<file path="src/rtl/prog_loader_4bit_if.sv">
// Record stream between a program source and the loader.
// master drives records; slave (the loader) returns in_ready.
interface prog_loader_4bit_if;
   logic       in_valid;
   logic       in_ready;
   logic [7:0] in_ins;
   logic [3:0] in_data;
   logic       in_last;

   modport master (output in_valid, output in_ins, output in_data, output in_last, input in_ready);
   modport slave  (input in_valid, input in_ins, input in_data, input in_last, output in_ready);
endinterface

</file>
<file path="src/rtl/prog_loader_4bit.sv">
// Loads program records into computer_4bit memories while holding the CPU in reset.
// Optional LOADER_CHECKSUM_EN: a trailing checksum record must zero the 8-bit sum of all instructions.
module prog_loader_4bit #(
   parameter int DEPTH      = 16,
   parameter int SETTLE_CYC = 2
) (
   input  logic                         clk,
   input  logic                         rst,
   input  logic                         start,
   prog_loader_4bit_if.slave            rec,
   output logic [$clog2(DEPTH)-1:0]     ins_address,
   output logic [7:0]                   ins,
   output logic [3:0]                   d_in,
   output logic                         ld_we,
   output logic                         cpu_rst,
   output logic                         busy,
   output logic                         done,
   output logic                         err,
   output logic [$clog2(DEPTH+1)-1:0]   load_count
);
   localparam int AW = $clog2(DEPTH);
   localparam int CW = $clog2(DEPTH + 1);
   localparam int SW = $clog2(SETTLE_CYC) + 1;
   localparam logic [CW-1:0] LAST_SLOT   = CW'(DEPTH - 1);
   localparam logic [SW-1:0] SETTLE_LAST = SW'(SETTLE_CYC - 1);

   typedef enum logic [2:0] {S_IDLE, S_LOAD, S_SETTLE, S_RUN, S_ERROR} state_t;

   state_t        state_q, state_d;
   logic [CW-1:0] load_count_q, load_count_d;
   logic [SW-1:0] settle_q, settle_d;
   logic [AW-1:0] ins_address_q, ins_address_d;
   logic [7:0]    ins_q, ins_d;
   logic [3:0]    d_in_q, d_in_d;
   logic          ld_we_q, ld_we_d;
   logic          accept;
   logic          do_write;
`ifdef LOADER_CHECKSUM_EN
   logic [7:0]    sum_q, sum_d;
   logic          got_last_q, got_last_d;
   logic [7:0]    cs_total;
`endif

   always_ff @(posedge clk or negedge rst) begin
      if (!rst) begin
         state_q       <= S_IDLE;
         load_count_q  <= '0;
         settle_q      <= '0;
         ins_address_q <= '0;
         ins_q         <= '0;
         d_in_q        <= '0;
         ld_we_q       <= 1'b0;
`ifdef LOADER_CHECKSUM_EN
         sum_q         <= '0;
         got_last_q    <= 1'b0;
`endif
      end else begin
         state_q       <= state_d;
         load_count_q  <= load_count_d;
         settle_q      <= settle_d;
         ins_address_q <= ins_address_d;
         ins_q         <= ins_d;
         d_in_q        <= d_in_d;
         ld_we_q       <= ld_we_d;
`ifdef LOADER_CHECKSUM_EN
         sum_q         <= sum_d;
         got_last_q    <= got_last_d;
`endif
      end
   end

   always_comb begin
      state_d       = state_q;
      load_count_d  = load_count_q;
      settle_d      = settle_q;
      ins_address_d = ins_address_q;
      ins_d         = ins_q;
      d_in_d        = d_in_q;
      ld_we_d       = 1'b0;
      do_write      = 1'b0;
      accept        = rec.in_valid && (state_q == S_LOAD);
`ifdef LOADER_CHECKSUM_EN
      sum_d         = sum_q;
      got_last_d    = got_last_q;
      cs_total      = sum_q + rec.in_ins;
`endif
      case (state_q)
         S_IDLE, S_RUN, S_ERROR: begin
            if (start) begin
               state_d      = S_LOAD;
               load_count_d = '0;
               settle_d     = '0;
`ifdef LOADER_CHECKSUM_EN
               sum_d        = '0;
               got_last_d   = 1'b0;
`endif
            end
         end
         S_LOAD: begin
            if (accept) begin
`ifdef LOADER_CHECKSUM_EN
               // The record after in_last carries the checksum and is never written.
               if (got_last_q) begin
                  state_d = (cs_total == 8'h00) ? S_SETTLE : S_ERROR;
               end else begin
                  do_write = 1'b1;
                  if (rec.in_last) begin
                     got_last_d = 1'b1;
                  end else if (load_count_q == LAST_SLOT) begin
                     state_d = S_ERROR;
                  end
               end
`else
               do_write = 1'b1;
               if (rec.in_last) begin
                  state_d = S_SETTLE;
               end else if (load_count_q == LAST_SLOT) begin
                  state_d = S_ERROR;
               end
`endif
            end
         end
         S_SETTLE: begin
            if (settle_q == SETTLE_LAST) begin
               state_d = S_RUN;
            end else begin
               settle_d = settle_q + SW'(1);
            end
         end
         default: state_d = S_IDLE;
      endcase

      if (do_write) begin
         ld_we_d       = 1'b1;
         ins_address_d = load_count_q[AW-1:0];
         ins_d         = rec.in_ins;
         d_in_d        = rec.in_data;
         load_count_d  = load_count_q + CW'(1);
`ifdef LOADER_CHECKSUM_EN
         sum_d         = sum_q + rec.in_ins;
`endif
      end
   end

   assign rec.in_ready = (state_q == S_LOAD);
   assign cpu_rst      = (state_q != S_RUN);
   assign busy         = (state_q == S_LOAD) || (state_q == S_SETTLE);
   assign done         = (state_q == S_RUN);
   assign err          = (state_q == S_ERROR);
   assign ins_address  = ins_address_q;
   assign ins          = ins_q;
   assign d_in         = d_in_q;
   assign ld_we        = ld_we_q;
   assign load_count   = load_count_q;
endmodule
</file>
<file path="src/flat_wrapper.sv">
// flat-port wrapper written by rule: the top's interface ports become plain ports
module prog_loader_4bit_flat 
#(
   parameter int DEPTH      = 16,
   parameter int SETTLE_CYC = 2
)
  (clk, rst, start, ins_address, ins, d_in, ld_we, cpu_rst, busy, done, err, load_count, rec_in_valid, rec_in_ins, rec_in_data, rec_in_last, rec_in_ready);
  prog_loader_4bit_if rec_i ();
  input  logic clk;
  input  logic rst;
  input  logic start;
  output logic [$clog2(DEPTH)-1:0] ins_address;
  output logic [7:0] ins;
  output logic [3:0] d_in;
  output logic ld_we;
  output logic cpu_rst;
  output logic busy;
  output logic done;
  output logic err;
  output logic [$clog2(DEPTH+1)-1:0] load_count;
  input wire logic [$bits(rec_i.in_valid)-1:0] rec_in_valid;
  input wire logic [$bits(rec_i.in_ins)-1:0] rec_in_ins;
  input wire logic [$bits(rec_i.in_data)-1:0] rec_in_data;
  input wire logic [$bits(rec_i.in_last)-1:0] rec_in_last;
  output wire logic [$bits(rec_i.in_ready)-1:0] rec_in_ready;
  assign rec_i.in_valid = rec_in_valid;
  assign rec_i.in_ins = rec_in_ins;
  assign rec_i.in_data = rec_in_data;
  assign rec_i.in_last = rec_in_last;
  assign rec_in_ready = rec_i.in_ready;
  prog_loader_4bit #(.DEPTH(DEPTH), .SETTLE_CYC(SETTLE_CYC)) u_core (.clk(clk), .rst(rst), .start(start), .rec(rec_i), .ins_address(ins_address), .ins(ins), .d_in(d_in), .ld_we(ld_we), .cpu_rst(cpu_rst), .busy(busy), .done(done), .err(err), .load_count(load_count));
endmodule
</file>
<file path="config.mk">
export PLATFORM = sky130hd
export DESIGN_NAME = prog_loader_4bit_flat
export DESIGN_NICKNAME = d
export VERILOG_FILES = /design/src/rtl/prog_loader_4bit_if.sv /design/src/rtl/prog_loader_4bit.sv /design/src/flat_wrapper.sv
export SDC_FILE = /design/constraint.sdc
export NUM_CORES = 1
export LEC_CHECK = 0
export ABC_AREA = 1
export BUFFER_PORTS_ARGS = -buffer_cell sky130_fd_sc_hd__buf_4
export CAP_MARGIN = 20
export CORE_AREA = 2 2 63 65
export DETAILED_ROUTE_END_ITERATION = 8
export DIE_AREA = 0 0 65 67
export PLACE_DENSITY = 0.64
export SLEW_MARGIN = 20
export SYNTH_ARGS = -nofsm -noshare
export SYNTH_HDL_FRONTEND = slang
export SYNTH_SLANG_ARGS = --single-unit
</file>
<file path="constraint.sdc">
create_clock -name clk -period 3.6 [get_ports clk]
set_input_delay 0.36 -clock clk [delete_from_list [all_inputs] [get_ports clk]]
set_output_delay 0.36 -clock clk [all_outputs]
set_load 0.005 [all_outputs]
</file>
== Word-level counts from Yosys, hierarchy flattened ==
Index checks and enable logic that the tools add are counted.
Operators by class
  equality and inequality tests: 12
  add/sub/neg operators: 2
  reductions and logical operators: 10
  mux-type cells: 15
Operators by type and width (count)
  2-to-1 mux 3 bit: 5
  2-to-1 mux 5 bit: 3
  one-hot mux 3 bit (3 select lines): 1
  equality test 3 x 2 -> 1 bit (second input constant): 2
  inequality test 3 x 2 -> 1 bit (second input constant): 2
  nonzero test 2 bit: 3
  adder 5 x 1 -> 5 bit (second input constant): 1
  equality test 5 x 4 -> 1 bit (second input constant): 1
  2-to-1 mux 2 bit: 2
  inequality test 2 x 1 -> 1 bit (second input constant): 2
  inequality test 2 bit (second input constant): 2
  one-hot mux 2 bit (2 select lines): 1
  AND reduction 4 bit: 1
  equality test 3 x 1 -> 1 bit (second input constant): 1
  equality test 3 bit (second input constant): 1
  logical NOT 3 bit: 1
  2-to-1 mux 1 bit: 3
  AND reduction 3 bit: 1
  OR reduction 3 bit: 1
  adder 2 x 1 -> 2 bit (second input constant): 1
  equality test 2 x 1 -> 1 bit (second input constant): 1
  AND reduction 2 bit: 1
  logical AND 1 bit: 1
  logical OR 1 bit: 1
Word-level totals
  bits of input ports: 17
  flip-flop bits (word level): 27

== Depth between registers and ports, before layout ==
Gate-level depths: netlist (run 1).
  depth in word-level cells: 6
  gate-level depth with buffers: 9
  gate-level depth less buffers: 9

== Worst setup path after synthesis (run 1) ==
OpenSTA, ideal clock, no wires.
  path type: register to register
  start point: register u_core.load_count_q[0] (netlist: u_core.load_count[0])
  end point: register u_core.state_q[1]
  period minus slack after synthesis: 1.326 ns
  setup slack: 2.274 ns
  required time: 3.483 ns
  stages on the path, launching flop included: 9
  arrival: 1.209 ns
  cell sequence: dfrtp_1 > ha_1 > nand2_1 > nor2_1 > ha_1 > inv_1 > nand3_2 > nand4_1 > nand2_1
Between the ends
  cells in the longest elaborated chain, start to end: 3
Ends and longest elaborated chain
  from (decl): RTL line prog_loader_4bit.sv:30  | logic [CW-1:0] load_count_q, load_count_d;
  from (signal assigned): RTL line prog_loader_4bit.sv:59  | load_count_q <= load_count_d;
  equality test 5 x 4 -> 1 bit: RTL line prog_loader_4bit.sv:117  | end else if (load_count_q == LAST_SLOT) begin
  inequality test 3 x 2 -> 1 bit (no line)
  AND reduction 4 bit (no line)
  to (signal assigned): RTL line prog_loader_4bit.sv:58  | state_q <= state_d;
  to (decl): RTL line prog_loader_4bit.sv:29  | state_t state_q, state_d;
Every way passes these cells.
A chain may end at the register's enable or synchronous reset.

== Worst setup path after layout (run 1) ==
  start point: register u_core.state_q[0]
  end point: output port busy
Between the ends
  cells in the longest elaborated chain, start to end: 2
Ends and longest elaborated chain
  equality test 3 x 1 -> 1 bit / equality test 3 x 2 -> 1 bit (equally long branches): RTL line prog_loader_4bit.sv:147  | assign busy = (state_q == S_LOAD) || (state_q == S_SETTLE);
  logical OR 1 bit *: RTL line prog_loader_4bit.sv:147
  to (decl): RTL line flat_wrapper.sv:17  | output logic busy;
Mark *: on every way between the ends. The rest lies on a longest branch, timed or not.

==> impl_metrics.json, run 1 <==
{
  "timing.slew.headroom_pct": 71.6,
  "path_buf_inv": 2,
  "ant_nets": 0,
  "grt_first_pass_wirelength_um": 4460,
  "multi_input_area_um2": 492,
  "final_cell_area_mm2": 0.00167,
  "firstDrtPassIters": 4,
  "synth_edf_count": 0,
  "via_per_inst": 4.38,
  "crit_slowest_cell": "dfrtp_1",
  "setup_viol": 0,
  "syn2layout_area_growth_pct": 33.0,
  "yosysWarningCount": 0,
  "crit_type": "flip-flop to output port",
  "grt.total_usage_pct": 12.9,
  "fin_cells": 238,
  "coreArea_mm2": 0.00361,
  "antenna_cells": 0,
  "antenna_found_initial": 0,
  "cp_max_fo": 5,
  "clock-skew-final_ns": 0.00161,
  "num_vias": 1042,
  "seq_area_um2": 676,
  "slowest_delay_ns": 0.42,
  "critPathCaptureType": "output port",
  "cts_sinks": 27,
  "placed_cells": 233,
  "numCtsBuffers": 3,
  "first_iter_violations": 51,
  "final_util_pct": 46.3,
  "dpl_cell_area_mm2": 0.00161,
  "synth_top_cell_by_area": "dfrtp_1",
  "port_buffers": 43,
  "finalCritPeriodShare_pct": 48.9,
  "grt_overflow": 0,
  "syn_nets": 165,
  "ir_drop_v": 0.000322,
  "synth_ff_type": "dfrtp_1",
  "grt_pass1_vias": 1015,
  "reg2reg_slack_ns": 1.98,
  "fill_cells": 370,
  "clk_latency_ns": 0.26,
  "drive_above_1_share_pct": 29.5,
  "fin_tns_setup_ns": 0,
  "rows": 22,
  "cts.path.max_buffers": 2,
  "crit_arrival_ns": 1.40,
  "drt_drc_violations_left": 0,
  "layout_min_cycle_time_ns": 1.76,
  "ys_types": 24,
  "yosys-top-cells-area": "dfrtp_1 (54%), nand2_1 (18%), inv_1 (4.5%)",
  "crit_required_ns": 3.24,
  "die_area_mm2": 0.00436,
  "grt_max_degree": 28,
  "clkTransAtPathRegs_ns": 0.09,
  "finalNetCount": 211,
  "netlist_area_mm2": 0.00125,
  "root_buffer": "clkbuf_8",
  "cp-start-kind": "flip-flop",
  "path_cells": "inv_2, nor3_1, or2_2, buf_4",
  "async_flop_share_pct": 100,
  "die_y_um": 67,
  "place_congestion": 0.886,
  "htree_num_levels": 1,
  "dp_hpwl_um": 1990,
  "cts_tree": "built",
  "yosys_register_bits": 27,
  "synth.avg_cell_area_um2": 8.65,
  "holdCritPathClass": "primary input to flip-flop",
  "power_density_mw_per_mm2": 739,
  "die_w_um": 65,
  "status": "completed",
  "finalPower_mw": 1.23,
  "initial_core_util_pct": 34.8,
  "cts_setup_buffers": 0,
  "yosysSeqAreaShare_pct": 53.8,
  "fmax_mhz": 569,
  "crit_family": "simple AND/OR/NAND/NOR gates",
  "synth_top_area_share_pct": 53.8,
  "ioPinCount": 44,
  "tightestPinTransition_ns": 0.423,
  "finalWirelength_um": 2560,
  "rsz0062_at_grt": "false",
  "drv_slew": 0,
  "syn_inst": 145,
  "leakagePower_nw": 0.900,
  "finalHoldViolCount": 0,
  "detail_route.wl_per_cell_um": 10.8,
  "maxCapViolations": 0
}
## sequential cells by signal, summed over array words and instances (netlist names)
name / count
u_core.ins: 8
u_core.ld_we: 1
u_core.load_count: 5
u_core.ins_address: 4
u_core.state_q: 3
u_core.settle_q: 2
u_core.d_in: 4
## placed cells by master (no fill, tap or decap), drive strengths merged
cell         count
buf             43
dfrtp           27
o21ai            8
o21a             1
nand2           60
nor2             8
o22ai            3
nand3            7
a21oi            1
xor2             1
ha               3
dlygate4sd3      1
or2              1
nor3             2
clkbuf           4
inv             17
nand4            3
## worst paths after layout
kind,start,endpoint,cells after the start
setup / recovery,u_core.state_q[0],busy,4
hold / removal,rec_in_ins[4],u_core.ins[4],3
setup reg to reg,u_core.state_q[2],u_core.load_count[0],6
hold reg to reg,u_core.d_in[2],u_core.d_in[2],2
max in group asynchronous,rst,u_core.settle_q[0],2
min in group asynchronous,rst,u_core.load_count[3],2
## layer usage
metal | GRT usage [%] | wire [um]
met1 | 16.9 | 1210
met2 | 22.2 | 1200
met3 | 2.03 | 146
met4 | 3.19 | 12
met5 | 0 | 0
## kinds of logic (layout without fill, tap and decap cells)
group	count (synthesis)	after routing	synth area share (%)
compound gates	13	13	6.68
simple gates	81	81	28.8
xor+xnor	1	1	0.698
flops	27	27	53.8
buf+inv	20	65	6.98
fa+ha+maj	3	3	2.99
## final cells by class
| class | instances | share of cell area (%) |
|---|---|---|
| repair buffers | 44 | 19.9 |
| well taps | 48 | 3.60 |
| inverters | 17 | 3.82 |
| multi-input cells | 98 | 29.5 |
| clock buffers | 4 | 2.70 |
| flip-flops and latches | 27 | 40.5 |
## metrics by stage
| step | hold WS (ns) | setup slack, ns |
|---|---|---|
| after CTS | 0.283 | 1.84 |
| after floorplan | 0.0644 | 2.27 |
| final | 0.292 | 1.84 |
| after global routing | 0.283 | 1.72 |
| after global placement | 0.295 | 2.03 |
| after detailed placement | 0.295 | 1.98 |
## tightest hold or removal path: cells and delay by family
family                 cells  cell delay [ns]
AND/OR/NAND/NOR            2             0.09
buffers and inverters      1             0.07
## cell usage after synthesis (2+ instances only)
library cell and count:
nand3_2 2, dfrtp_1 27, ha_1 3, nor2_1 6, nand2_1 59, o22ai_2 2, o21ai_1 3, nand4_1 3
nand3_1 5, inv_1 15, nor3_1 2, o21ai_0 5, inv_2 2
## repair_timing
| action | 4_1_cts | 5_1_grt |
|---|---|---|
| resized for setup | 0 | 0 |
| hold buffers | 1 | 0 |
| hold endpoints to repair | 7 | 0 |
## power by group
group	switching, mW	internal (mW)	total [mW]
clock	0.0862	0.0790	0.165
combinational	0.295	0.271	0.566
sequential	0.0813	0.421	0.502
total	0.463	0.771	1.23
(Power assumes the default switching activity.)
==> run 2: changes to the inputs <==
--- a/config.mk
+++ b/config.mk
@@ -11,7 +11,7 @@
 export CORE_AREA = 2 2 63 65
 export DETAILED_ROUTE_END_ITERATION = 8
 export DIE_AREA = 0 0 65 67
-export PLACE_DENSITY = 0.64
+export PLACE_DENSITY = 0.67
 export SLEW_MARGIN = 20
 export SYNTH_ARGS = -nofsm -noshare
 export SYNTH_HDL_FRONTEND = slang
==> constraint.sdc (replaced) <==
create_clock -name clk -period 1.45 [get_ports clk]
set_input_delay 0.145 -clock clk [delete_from_list [all_inputs] [get_ports clk]]
set_output_delay 0.145 -clock clk [all_outputs]
set_load 0.005 [all_outputs]
==> run 2 against run 1 <==
Effect of this change: sequential share of layout area is 4.6 points lower; non-clock buffer count is 18 higher; clock power is 150% higher; largest power group unchanged; combinational power grew to 3.3 times the previous value; flip-flop and latch count stayed put.
==> impl_metrics.json, run 2 (synthesis results as in run 1) <==
{
  "htree_num_levels": 1,
  "root_buffer": "clkbuf_8",
  "cts_sinks": 27,
  "grt.total_usage_pct": 13.2,
  "firstDrtPassIters": 4,
  "rows": 22,
  "met3_usage_pct": 3.55,
  "largest_reg_flops": 8,
  "crit_type": "flip-flop to output port",
  "syn2layout_area_growth_pct": 50.6,
  "dp_hpwl_um": 1910,
  "drt_drc_violations_left": 0,
  "final_util_pct": 52.4,
  "place_congestion": 0.913,
  "die_w_um": 65,
  "busiest_layer": "met2",
  "crit_arrival_ns": 1.27,
  "setup_viol": 0,
  "path_common_cell": "buf_4",
  "rsz0062_at_grt": "true",
  "die_area_mm2": 0.00436,
  "ir_drop_v": 0.000878,
  "clk_latency_ns": 0.27,
  "tightestPinTransition_ns": 0.342,
  "grtUsageMet2_pct": 22.6,
  "num_vias": 1104,
  "slowest_delay_ns": 0.43,
  "finalNetCount": 229,
  "finalWirelength_um": 2710,
  "grt_max_degree": 28,
  "grt_pass1_vias": 1058,
  "clkTransAtPathRegs_ns": 0.09,
  "ioPinCount": 44,
  "numCtsBuffers": 3,
  "cp_max_fo": 4,
  "maxCapViolations": 0,
  "finalCritPeriodShare_pct": 97.3,
  "status": "completed",
  "mostFrequentLayoutCell": "buf_4",
  "path_cells": "buf_4, nor3_4, or2_4, buf_4",
  "grt_first_pass_wirelength_um": 4560,
  "fmax_mhz": 709,
  "leakagePower_nw": 1.01,
  "coreArea_mm2": 0.00361,
  "cp-start-kind": "flip-flop",
  "finalPower_mw": 3.52,
  "drv_slew": 0,
  "crit_required_ns": 1.31,
  "drive_above_1_share_pct": 43.3,
  "antenna_cells": 0,
  "first_iter_violations": 75,
  "holdCritPathClass": "primary input to flip-flop",
  "initial_core_util_pct": 34.8,
  "critPathCaptureType": "output port",
  "final_cell_mix": "buf_4 (59), nand2_1 (55), dfrtp_1 (25), inv_1 (12), nor2_1 (5)",
  "die_y_um": 67,
  "layout_min_cycle_time_ns": 1.41,
  "grt_overflow": 0,
  "ant_nets": 0,
  "finalHoldViolCount": 0,
  "use_met1_pct": 16.8,
  "clock-skew-final_ns": 0.00807,
  "power_density_mw_per_mm2": 1860,
  "port_buffers": 43,
  "crit_slowest_cell": "dfrtp_1",
  "timing.slew.headroom_pct": 77.2,
  "cts_tree": "built",
  "reg2reg_slack_ns": 0.05,
  "cts.path.max_buffers": 2,
  "detail_route.wl_per_cell_um": 10.6,
  "antenna_found_initial": 0,
  "via_per_inst": 4.31
}
==> run 2: cell types whose count changed in the layout (fill, tap and decap cells not counted), sizes merged <==
cell    delta
buf       +18
clkbuf     -1
clkinv     +1
==> run 2: layout make-up <==
class,count,area (um2)
fill,361,1720
multi-input combinational,98,544
clock inverter,1,5.00
sequential,27,678
clock buffer,3,41.3
timing repair buffer,62,493
inverter,17,68.8
tap,48,60.1
==> run 2: worst max-delay path, delay by kind of cell, from the launching register on <==
kind | cells | cell delay, ns
flops | 1 | 0.43
buf+inv | 2 | 0.27
simple gates | 2 | 0.30
==> run 2: report_power, final <==
| part | switching (mW) | internal (mW) |
|---|---|---|
| Clock | 0.219 | 0.192 |
| Sequential | 0.186 | 1.05 |
| Combinational | 0.873 | 1.01 |
| Total | 1.28 | 2.25 |
==> run 2: final timing paths <==
path | startpoint | to | cells after the start
min | rec_in_data[1] | u_core.d_in[1] | 3
max | u_core.state_q[0] | busy | 4
max reg2reg | u_core.load_count[1] | u_core.state_q[1] | 9
min in group asynchronous | rst | u_core.ins_address[3] | 2
max in group asynchronous | rst | u_core.state_q[2] | 2
min reg2reg | u_core.ins[3] | u_core.ins[3] | 2
==> run 2: timing repair <==
action	4_1_cts	5_1_grt
pin swaps	0	9
buffers inserted	4	11
hold endpoints to repair	27	0
endpoints found under the setup margin	2	28
resized for setup	6	19
hold buffers	1	0
==> run 2: per-layer routing <==
| metal | wire length, um | part of all wire [%] |
|---|---|---|
| met3 | 174 | 6.4 |
| met1 | 1220 | 45 |
| met2 | 1300 | 48 |
| met5 | 0 | 0 |
| met4 | 8 | 0.30 |
==> run 2: per-stage QoR <==
stage	hold WS [ns]	area (um2)	setup TNS, ns	instances	setup slack, ns
4_1_cts	0.0625	1760	0	245	0.000161
5_1_grt	0.0750	1890	-0.127	256	-0.0339
3_5_place_dp	0.0773	1640	0	236	0.0417
6_report	0.0705	1890	0	256	0.0396
3_3_place_gp	0.0772	1640	0	236	0.0823
2_1_floorplan	-0.151	1250	0	145	0.124
